### src/rtl/sfft_readout_controller.sv
// ---------------------------------------------------------------------------
// sfft_readout_controller
//
// Arbitrates host access to one completed SFFT output frame. New frames are
// detected on the rising edge of sfft_output_valid; the host takes an
// exclusive lock through the control register. While the lock is held, the
// pipeline is told not to overwrite its output buffer. Bins are then served
// as 8-bit bytes with a fixed two-cycle read latency. The block also
// snapshots the frame counter at lock time, counts frames dropped while
// locked, and force-releases a lock that is held for too long.
//
// Ports:
//   clk, reset             system clock; asynchronous active-high reset
//   chipselect/write/read  8-bit memory-mapped slave strobes
//   address[15:0]          byte address
//   writedata[7:0]         write data (control register only)
//   readdata[7:0]          registered read data
//   readdatavalid          one-cycle pulse marking readdata valid
//   sfft_output_valid      pipeline level; rising edge = new frame
//   sfft_read_error        pipeline flag: output buffer disturbed
//   sfft_read_data[31:0]   BRAM data, valid one cycle after sfft_read_addr
//   sfft_read_addr         bin index presented to the BRAM
//   sfft_output_being_read high while the lock is held
//
// Register map (B = BINS*4):
//   A <  B    read bin A[AW+1:2], byte A[1:0] (little-endian); 0 unless locked
//   B..B+3    read ts_snap, little-endian
//   B+4       read status {4'b0, timeout, overrun, locked, state!=IDLE}
//   B+5       read drop_count
//   B         write control: bit0 lock/unlock, bit1 clear flags + drop_count
// ---------------------------------------------------------------------------
module sfft_readout_controller #(
   parameter  int BINS           = 256,
   parameter  int TIMEOUT_CYCLES = 1000000,
   localparam int AW             = $clog2(BINS)
) (
   input  logic          clk,
   input  logic          reset,
   input  logic          chipselect,
   input  logic          write,
   input  logic          read,
   input  logic [15:0]   address,
   input  logic [7:0]    writedata,
   output logic [7:0]    readdata,
   output logic          readdatavalid,
   input  logic          sfft_output_valid,
   input  logic          sfft_read_error,
   input  logic [31:0]   sfft_read_data,
   output logic [AW-1:0] sfft_read_addr,
   output logic          sfft_output_being_read
);

   localparam int          BASE   = BINS * 4;
   localparam logic [15:0] BASE_A = 16'(BASE);
   localparam int          TW     = $clog2(TIMEOUT_CYCLES + 1);
   localparam logic [TW-1:0] TO_MAX = TW'(TIMEOUT_CYCLES - 1);

   typedef enum logic [1:0] {
      S_IDLE   = 2'd0,
      S_READY  = 2'd1,
      S_LOCKED = 2'd2
   } state_t;

   state_t          state, state_d;
   logic            valid_q;
   logic [31:0]     frame_count;
   logic [31:0]     ts_snap, ts_d;
   logic [7:0]      drop_count, drop_d;
   logic            overrun_flag, overrun_d;
   logic            timeout_flag, timeout_d;
   logic            pending, pending_d;
   logic [TW-1:0]   tcnt, tcnt_d;
   logic            being_read_q;

   // Bus decode. A write in the same cycle as a read suppresses the read.
   logic            frame_edge;
   logic            rd_accept, wr_en, ctrl_wr;
   logic            lock_req, unlock_req, clr_req;
   logic            timeout_hit;
   logic            is_bin;
   logic [15:0]     ofs;
   logic [7:0]      status_byte;
   logic [7:0]      reg_byte;

   assign frame_edge  = sfft_output_valid & ~valid_q;
   assign rd_accept   = chipselect & read & ~write;
   assign wr_en       = chipselect & write;
   assign ctrl_wr     = wr_en & (address == BASE_A);
   assign lock_req    = ctrl_wr &  writedata[0];
   assign unlock_req  = ctrl_wr & ~writedata[0];
   assign clr_req     = ctrl_wr &  writedata[1];
   assign timeout_hit = (state == S_LOCKED) && (tcnt == TO_MAX);
   assign is_bin      = address < BASE_A;
   assign ofs         = address - BASE_A;

   // Upper control bits have no function.
   logic unused_wdata;
   assign unused_wdata = ^writedata[7:2];

   assign status_byte = {4'b0000, timeout_flag, overrun_flag,
                         state == S_LOCKED, state != S_IDLE};

   // -----------------------------------------------------------------------
   // FSM and flag next-state logic
   // -----------------------------------------------------------------------
   always_comb begin
      // NOTE: every variable gets a default before any branch so no path
      // leaves it unassigned, which would otherwise infer a latch.
      state_d   = state;
      pending_d = pending;
      overrun_d = overrun_flag;
      timeout_d = timeout_flag;
      drop_d    = drop_count;
      tcnt_d    = tcnt;
      ts_d      = ts_snap;

      // Clear first so that a set event in the same cycle overrides it.
      if (clr_req) begin
         overrun_d = 1'b0;
         timeout_d = 1'b0;
         drop_d    = 8'd0;
      end

      unique case (state)
         S_IDLE: begin
            // A lock write here is ignored, even alongside a frame edge.
            if (frame_edge) state_d = S_READY;
         end
         S_READY: begin
            if (lock_req) begin
               state_d = S_LOCKED;
               ts_d    = frame_count;
               tcnt_d  = '0;
            end
         end
         S_LOCKED: begin
            if (!timeout_hit) tcnt_d = tcnt + TW'(1);
            if (frame_edge) begin
               pending_d = 1'b1;
               overrun_d = 1'b1;
               if (drop_d != 8'hFF) drop_d = drop_d + 8'd1;
            end
            if (sfft_read_error) overrun_d = 1'b1;
            if (timeout_hit) timeout_d = 1'b1;
            if (unlock_req || timeout_hit) begin
               // A frame arriving in the release cycle still counts as pending.
               state_d   = (pending || frame_edge) ? S_READY : S_IDLE;
               pending_d = 1'b0;
            end
         end
         default: state_d = S_IDLE;
      endcase
   end

   // -----------------------------------------------------------------------
   // State registers
   // -----------------------------------------------------------------------
   always_ff @(posedge clk or posedge reset) begin
      if (reset) begin
         state        <= S_IDLE;
         valid_q      <= 1'b0;
         frame_count  <= 32'd0;
         ts_snap      <= 32'd0;
         drop_count   <= 8'd0;
         overrun_flag <= 1'b0;
         timeout_flag <= 1'b0;
         pending      <= 1'b0;
         tcnt         <= '0;
         being_read_q <= 1'b0;
      end else begin
         // NOTE: sequential state uses non-blocking assignments so every
         // register samples the pre-edge values, independent of statement order.
         state        <= state_d;
         valid_q      <= sfft_output_valid;
         if (frame_edge) frame_count <= frame_count + 32'd1;
         ts_snap      <= ts_d;
         drop_count   <= drop_d;
         overrun_flag <= overrun_d;
         timeout_flag <= timeout_d;
         pending      <= pending_d;
         tcnt         <= tcnt_d;
         // Registered from the next state so the flag tracks the FSM exactly.
         being_read_q <= (state_d == S_LOCKED);
      end
   end

   assign sfft_output_being_read = being_read_q;

   // -----------------------------------------------------------------------
   // Read path: cycle N address decode, N+1 BRAM data, N+2 readdata.
   // -----------------------------------------------------------------------
   logic [AW-1:0] addr_hold;
   logic          r1_valid;
   logic          r1_is_bin;
   logic          r1_bin_ok;
   logic [1:0]    r1_byte_sel;
   logic [7:0]    r1_reg_byte;

   // The BRAM address follows the bus during an accepted read and holds
   // its last value otherwise.
   assign sfft_read_addr = rd_accept ? address[AW+1:2] : addr_hold;

   always_comb begin
      reg_byte = 8'h00;
      if (!is_bin) begin
         unique case (ofs)
            16'd0:   reg_byte = ts_snap[7:0];
            16'd1:   reg_byte = ts_snap[15:8];
            16'd2:   reg_byte = ts_snap[23:16];
            16'd3:   reg_byte = ts_snap[31:24];
            16'd4:   reg_byte = status_byte;
            16'd5:   reg_byte = drop_count;
            default: reg_byte = 8'h00;
         endcase
      end
   end

   always_ff @(posedge clk or posedge reset) begin
      if (reset) begin
         addr_hold     <= '0;
         r1_valid      <= 1'b0;
         r1_is_bin     <= 1'b0;
         r1_bin_ok     <= 1'b0;
         r1_byte_sel   <= 2'd0;
         r1_reg_byte   <= 8'h00;
         readdata      <= 8'h00;
         readdatavalid <= 1'b0;
      end else begin
         // Stage 1: capture the decoded request while the BRAM fetches.
         r1_valid <= rd_accept;
         if (rd_accept) begin
            addr_hold   <= address[AW+1:2];
            r1_is_bin   <= is_bin;
            r1_bin_ok   <= (state == S_LOCKED);
            r1_byte_sel <= address[1:0];
            r1_reg_byte <= reg_byte;
         end
         // Stage 2: select the byte and present it with its valid pulse.
         readdatavalid <= r1_valid;
         if (r1_valid) begin
            if (r1_is_bin)
               readdata <= r1_bin_ok ? sfft_read_data[8*r1_byte_sel +: 8] : 8'h00;
            else
               readdata <= r1_reg_byte;
         end
      end
   end

endmodule

### config.mk
export PLATFORM = sky130hd
export DESIGN_NAME = sfft_readout_controller
export DESIGN_NICKNAME = d
export VERILOG_FILES = /design/src/rtl/sfft_readout_controller.sv
export SDC_FILE = /design/constraint.sdc
export NUM_CORES = 1
export LEC_CHECK = 0
export CAP_MARGIN = 20
export CORE_MARGIN = 2
export CORE_UTILIZATION = 54
export CTS_CLUSTER_SIZE = 12
export DETAILED_ROUTE_END_ITERATION = 10
export GPL_TIMING_DRIVEN = 0
export PLACE_DENSITY = 0.87
export SLEW_MARGIN = 20
export SYNTH_ARGS = -nofsm -noshare
export SYNTH_HDL_FRONTEND = slang
export SYNTH_SLANG_ARGS = --single-unit
### constraint.sdc
create_clock -name clk -period 8.8 [get_ports clk]
set_input_delay 2.2 -clock clk [delete_from_list [all_inputs] [get_ports clk]]
set_output_delay 2.2 -clock clk [all_outputs]
set_load 0.03 [all_outputs]
[After elaboration in Yosys (flattened, before gate mapping)]
Cells that the tools add are included.
Storage, ports and cells
  register bits after elaboration: 129
  output and inout bits: 18
Operators by class
  mux-type cells: 26
  reduce and logical (&&, ||, !) cells: 11
  shift operators: 1
  magnitude comparators: 1
  bitwise gates (word level): 11
  equality and inequality tests: 13
  $add $sub $neg: 4
Operators by type and width (number)
  $mux 8: 8
  $pmux 8 s6: 1
  $mux 20: 2
  $pmux 20 s2: 1
  $add 32x1->32 const B: 1
  $eq 16x2->1 const B: 2
  $eq 16x3->1 const B: 2
  $shiftx 32x6->8: 1
  $add 20x1->20 const B: 1
  $eq 20x20->1 const B: 1
  $eq 16x1->1 const B: 1
  $eq 16x11->1 const B: 1
  $logic_not 16->1: 1
  $lt 16x11->1 const B: 1
  $sub 16x11->16 const B: 1
  $mux 1: 10
  $add 8x1->8 const B: 1
  $and 1x1->1: 8
  $ne 8x8->1 const B: 1
  $mux 2: 3
  $pmux 2 s3: 1
  $reduce_bool 2->1: 3
  $eq 2x2->1 const B: 2
  $ne 2x2->1 const B: 2
  7 further kinds: 11

[Depth between registers and ports, before layout]
  depth in word-level cells: 8
  gate-level depth with buffers: 9
  gate-level depth less buffers: 9

[Worst setup path after synthesis]
No wires, ideal clock.
  path kind: input -> output
  start point: input port read
  end point: output port sfft_read_addr[0]
  required time: 6600 ps
  buffers on the path: 1
  cell stages on the path: 6
  path slack: 3393 ps
  data arrival time: 3207 ps
  path through: nand2_1 > or2_2 > inv_1 > buf_1 > nand2_1 > nand2_1
On the way
  longest elaborated chain between the ends: 3
RTL lines
  start, declared: RTL line 41  | input logic read,
  $and 1x1->1 (2 in series): RTL line 86  | assign rd_accept = chipselect & read & ~write;
  via rd_accept: RTL line 77  | logic rd_accept, wr_en, ctrl_wr;
  $mux 8
  end, declared: RTL line 49  | output logic [AW-1:0] sfft_read_addr,
The timed path passes the listed nets, and every way through them passes these cells.

[Worst setup path in the final report]
  start point: input port chipselect
  end point: output port sfft_read_addr[5]
On the way
  longest elaborated chain between the ends: 3
RTL lines
  start, declared: RTL line 39  | input logic chipselect,
  $and 1x1->1 (2 in series): RTL line 86
  via rd_accept: RTL line 77
  $mux 8
The timed path passes the listed nets, and every way through them passes these cells.

==> key figures <==
Run status
  • Status: finished clean

Synth
  • Synthesized area: 6241 um^2
  • Post-synthesis sequential area ratio: 51.72%
  • Area leader, netlist: dfrtp_1
  • Post-Synth XOR/XNOR Area: 6.315%
  • Async SR Flop Fraction: 100.0%
  • Largest family of logic cells by synthesized area: simple AND/OR/NAND/NOR gates
  • Yosys warnings: 0
  • Top post-synthesis cells by count: 129 x dfrtp_1, 76 x nand2_1, 45 x nor2_1, 27 x mux2_4, 25 x xnor2_1
  • Most numerous cell in the Yosys netlist: dfrtp_1
  • Multiplexer share of the synthesized area: 13.31%
  • Synth cell types: 48
  • EDFF count, synth: 0
  • Synth top area share: 51.72%
  • Synth Area in Compound Gates: 7.197%
  • Synthesized flop and latch total: 129
  • Synthesized Nets: 629
  • Simple-gate share of the synthesized area: 18.24%
  • Largest cells by area after synthesis: dfrtp_1 52%, mux2_4 6.5%, mux4_2 5.4%
  • Syn_area_per_cell: 11.09 um^2
  • Post-synthesis adder-cell area fraction: 0.6014%
  • Gate count of the mapped netlist: 563
  • Dominant synthesized flop cell: dfrtp_1

Placement
  • Setup Slack @ Placement: 2200 ps
  • DP HPWL: 10.55 mm
  • Port Buffer Count: 73
  • Placer congestion estimate: 0.8375

STA
  • Final Skew: 6.605 ps
  • Clock period minus final worst setup slack: 6652 ps
  • Total negative slack: 0 ps
  • Final Setup Violations: 0
  • Relative slew slack: 26.11%
  • RSZ-0062 raised after global routing: false
  • Hold Vio Cnt, Final: 0
  • Setup ws final: 2148 ps
  • Fin. max-slew vios: 0
  • Worst slew pin tran: 1098 ps
  • Max Fclk: 150.3 MHz
  • Tcrit/Tclk final: 75.59%

Power and ir drop
  • Combinational power share: 19.2%
  • Switching pwr: 559.2 uW
  • Sequential share of power: 41.2%
  • Leak: 3.487 nW
  • P per Cell Area: 245.7 nW/um^2
  • Clk pwr share: 39.7%
  • Int Pwr: 1.365 mW
  • Max VDD drop: 0.1989 mV
  • Switching share of power: 29.06%
  • Total power: 1.924 mW

CTS
  • CTS tree: built
  • Cts hold-fix bufs: 0
  • Post-CTS setup buffer count: 0
  • Resized cells post-CTS: 0
  • H-tree depth: 4
  • Clock latency on the worst-skew pair: 420 ps
  • Root Buffer: clkbuf_16
  • Max clock buf depth: 2
  • Clock transition at path regs: 50 ps
  • TritonCTS Buffers: 17
  • Clk sinks: 129

Global routing
  • Vias in the first global route: 5027
  • Initial antenna violation count: 0
  • Gr usage total: 25.74%
  • Largest net degree at the start of global routing: 73
  • Overflow after GRT: 0
  • Global-route wire length before repair: 25.16 mm

Critical path
  • Worst-case register-to-register setup slack: 6300 ps
  • CP Cell Sequence: clkdlybuf4s50_1, nand2_1, or2_2, inv_1, buf_1, nand2_1, nand2_1, clkdlybuf4s50_1
  • Critical Path RT: 6600 ps
  • FF-to-FF End: frame_count[30]
  • Delay-heaviest family, CP: buffers and inverters
  • R2r startpoint: frame_count[3]
  • Crit path DAT: 4450 ps
  • Critical Path Fanout Max: 10
  • Reg2Reg Depth: 5
  • Worst setup EP type: output pin
  • Buf+Inv Stages, Crit Path: 4
  • Most used cell, CP: nand2_1
  • Slowest stage cell on the critical path: clkdlybuf4s50_1
  • Startpoint Class: input port
  • Largest stage delay, worst path: 680 ps
  • Crit Path Category: input port to output pin

Die
  • # IOs: 81
  • Die Height: 111.5 um
  • CORE AREA: 11370 um^2
  • Die area: 12430 um^2
  • Die X: 111.5 um
  • # rows: 39
  • Starting Density: 54.89%

Finish
  • Antenna diodes: 0
  • Final net count: 722
  • Syn-to-layout area delta: 25.50%
  • Fraction of layout cells with a size suffix above 1: 13.60%

Detailed routing
  • Routed WL: 15.74 mm
  • WL per Instance: 19.38 um
  • Drc violations: 0
  • Routed vias: 4929
  • Initial DRC Count: 549
  • Avg Vias per Cell: 6.070
  • DRT antenna net count: 0
  • TritonRoute pass-1 iters: 7

Flow run
  • Max Cap Viol: 0

Worst hold path
  • Hold Path Depth: 0
  • Min-Delay Path Class: flip-flop to flip-flop
  • WHS Endpoint: readdatavalid
  • Critical hold path startpoint: r1_valid
-- how the worst max path moves through the flow --
stage | cells past startpoint | endpoint | start
floorplan | 1 | addr_hold[0] | reset
global placement | 2 | frame_count[15] | reset
detailed placement | 8 | sfft_read_addr[5] | chipselect
CTS | 8 | sfft_read_addr[0] | chipselect
global route | 8 | sfft_read_addr[0] | chipselect
finish | 8 | sfft_read_addr[5] | chipselect
-- placed cells by master (no fill, tap or decap), types with 7 or more instances in the layout --
cell,synthesis,layout
nor3_1,10,10
clkdlybuf4s50_1,0,73
nor2_1,45,45
inv_1,10,9
xor2_1,20,20
nor2b_1,12,12
mux4_2,15,15
o21ai_0,18,18
xnor2_1,25,25
a21oi_1,22,22
dfrtp_1,129,129
and3_1,11,11
mux2_4,27,27
nand3_1,23,23
clkbuf_16,0,17
clkbuf_1,15,16
and4_1,7,7
nand2_1,76,76
nand4_1,11,11
-- per-stage QoR --
step                      utilization, %  cells  hold slack [ps]  instance area (um^2)
after floorplan                        -    563            352.0                  6241
after global placement             62.89    779            357.6                  7151
after detailed placement           63.18    780            364.1                  7183
after CTS                          68.89    812            380.1                  7833
after global routing               68.89    812            387.8                  7833
final                              68.89    812            376.9                  7833
-- layer usage --
metal  GRT usage, %  share of wire, %
met5              0                 0
met2          43.78                51
met3          6.097               7.3
met4          14.40               3.4
met1          30.16                39
-- sequential cells by signal, indices dropped and copies added (netlist names), 2 cells and up --
register     flops
r1_byte_sel      2
drop_count       8
r1_reg_byte      8
readdata         8
frame_count     32
state            2
addr_hold        8
tcnt            20
ts_snap         32
-- cells by family after synthesis --
logic type | after synthesis
simple gates | 229
flops | 129
compound gates | 72
mux | 50
xor+xnor | 45
buf+inv | 35
fa+ha+maj | 3
-- worst register-to-register path: cells and delay by family (launching register included) --
| kind | cells | cell delay (ps) |
|---|---|---|
| xor+xnor | 1 | 200 |
| flops | 1 | 430 |
| simple gates | 4 | 1790 |
-- area by class of cell --
type,count,area [um^2]
inverter,10,42.54
tap,143,178.9
clock inverter,9,151.4
sequential,129,3228
multi-input combinational,399,2850
fill,726,3537
clock buffer,23,498.0
buffer,25,125.1
timing repair buffer,74,758.2
-- power groups by stage --
stage	sequential (mW)	combinational [mW]	clock, mW
after detailed placement	0.790	0.356	0
final	0.792	0.369	0.763
after CTS	0.785	0.366	0.767
after global placement	0.784	0.338	0
after floorplan	0.782	0.230	0
after global routing	0.802	0.399	0.797
Note: power is estimated with default switching activity, not from simulation.
==> variant, RTL diff (config.mk and constraints unchanged) <==
The output `sfft_output_being_read` loses its register stage (`being_read_q` becomes a continuous assignment).
--- a/src/rtl/sfft_readout_controller.sv
+++ b/src/rtl/sfft_readout_controller.sv
@@ -166,7 +166,6 @@
          timeout_flag <= 1'b0;
          pending      <= 1'b0;
          tcnt         <= '0;
-         being_read_q <= 1'b0;
       end else begin
          // NOTE: sequential state uses non-blocking assignments so every
          // register samples the pre-edge values, independent of statement order.
@@ -180,9 +179,10 @@
          pending      <= pending_d;
          tcnt         <= tcnt_d;
          // Registered from the next state so the flag tracks the FSM exactly.
-         being_read_q <= (state_d == S_LOCKED);
-      end
-   end
+      end
+   end
+
+   assign being_read_q = (state_d == S_LOCKED);
 
    assign sfft_output_being_read = being_read_q;
 
Function: changed (Yosys sat finds a counterexample within 4 cycles, from zero or initial values and one cycle with reset high).
==> variant against the unedited design <==
Worst setup slack lost 0.66 ns. Total power shrank 3.1%. Sequential cell count shrank 1. Wire length shrank 4.6%. Global-route usage shrank 0.27 points. Synthesized cell count shrank 0.18%. Clock skew grew 0.0036 ns. Area after synthesis shrank 0.40%. Final area shrank 0.86%. Fmax shrank 9.0%. Register-to-register slack gained 0.13 ns.
==> variant: results (changes against the unedited design) <==
| Metric | Value |
|---|---|
| Final weighted congestion of routability-driven global placement | 0.851 (+1.6%) |
| CP Max Fanout | 7 (-3) |
| Number of nets produced by synthesis | 628 (-0.16%) |
| Overall track demand over capacity in global routing | 0.255 (-0.00275) |
| Critical path data arrival time | 5.11 ns (+0.66 ns) |
| Number of nets in the layout | 721 (-0.14%) |
| Grt met3 use | 0.0765 (+0.0156) |
| Avg WL per Cell | 18.5 um (-4.5%) |
| Most used flip-flop cell after synthesis | dfrtp_1 |
| Cell with the largest stage delay on the worst path | clkdlybuf4s50_1 |
| Area post-placement | 7160 um2 (-0.35%) |
| Standby leakage power | 3.44 nW (-1.4%) |
| Met1 usage | 0.306 (+0.00397) |
| Compound-cell area share of the yosys netlist | 0.0723 (+0.000290) |
| Share of post-route cells with drive strength above 1 | 0.136 (+0.000204) |
| Sequential element share of the synthesized area | 0.515 (-0.00194) |
| Mux cell area share after synthesis | 0.134 (+0.000536) |
| Outcome | completed |
| Switching Fraction | 0.302 (+0.0115) |
| First DRT Iteration DRCs | 482 (-12%) |
| First-pass detailed-route iteration total | 5 (-2) |
| Delay of the slowest critical-path stage | 0.71 ns (+0.03 ns) |
| Placed cells | 779 (-0.13%) |
| Sequential Area | 3200 um2 (-0.78%) |
| Total length of routed wires | 15,000 um (-4.6%) |
| Multi-input gate share of the layout cell area | 0.367 (+0.00317) |
| Maximum number of pins on one net before global-route repair | 70 (-4.1%) |
| Final clock skew | 0.0102 ns (+0.00357 ns) |
| Total number of sequential cells | 128 (-0.78%) |
| Fillcell total | 741 (+2.1%) |
| Count of buffers added by post-CTS timing repair for setup | 0 (unchanged) |
| Vias per std cell | 6.03 (-0.67%) |
| Pre-CTS setup slack | 1.57 ns (-0.630 ns) |
| Worst-margin pin slew | 1.06 ns (-0.0335 ns) |
| Total of cells resized after clock tree synthesis | 0 (unchanged) |
| Portion of the layout cell area used by clock cells | 0.0782 (-0.00476) |
| Proportion of final cell area spent on non-clock buffers | 0.114 (+0.000981) |
| Post-synth top cells | dfrtp_1 (128), nand2_1 (76), nor2_1 (45) |
| Family of cells with the greatest summed delay on the critical path | buffers and inverters |
| Post-DP HPWL | 10,400 um (-1.6%) |
| Vias in the first global route | 5,082 (+1.1%) |
| First-pass GRT wire length | 25,000 um (-0.63%) |
| Cells after synthesis | 562 (-0.18%) |
| Clock buffer count in the final layout | 19 (-17%) |
| Area share of xor/xnor cells in the synthesized design | 0.0634 (+0.000254) |
| Fraction of the mapped netlist area in adder cells | 0.00604 (+0.0000242) |
| Maximum VDD drop | 0.000159 V (-20%) |
| Clk slew on worst S/H paths | 0.06 ns |
| Leading cell types by total area after synthesis | dfrtp_1 (52%), mux2_4 (6.5%), mux4_2 (5.4%), nand2_1 (4.6%), xnor2_1 (3.5%) |
| Final design area excluding fillers | 7760 um2 (-0.86%) |
variant: cell types whose count changed after synthesis, sizes merged:
cell   before  now
dfrtp     129  128
variant: power groups by stage:
stage	registers, mW	logic, mW	clock network [mW]
4_1_cts	0.776	0.367	0.720
6_report	0.781	0.367	0.715
5_1_grt	0.792	0.404	0.748
2_1_floorplan	0.770	0.236	0
3_5_place_dp	0.783	0.359	0
3_3_place_gp	0.777	0.340	0
variant: per-layer routing:
layer	up-vias	wire length, um
li1	2184	-
met1	2417	5830
met2	250	7610
met3	39	1090
met4	0	484
met5	-	0
variant: final timing paths:
| check | start | to | slack, ns |
|---|---|---|---|
| worst max-delay path | address[10] | sfft_output_being_read | 1.49 |
| worst min-delay path | r1_valid | readdatavalid | 0.37 |
| worst max register to register | frame_count[4] | frame_count[30] | 6.43 |
| worst min register to register | r1_valid | readdatavalid | 0.37 |
| max in group asynchronous | reset | frame_count[27] | 5.84 |
| min in group asynchronous | reset | drop_count[6] | 2.26 |
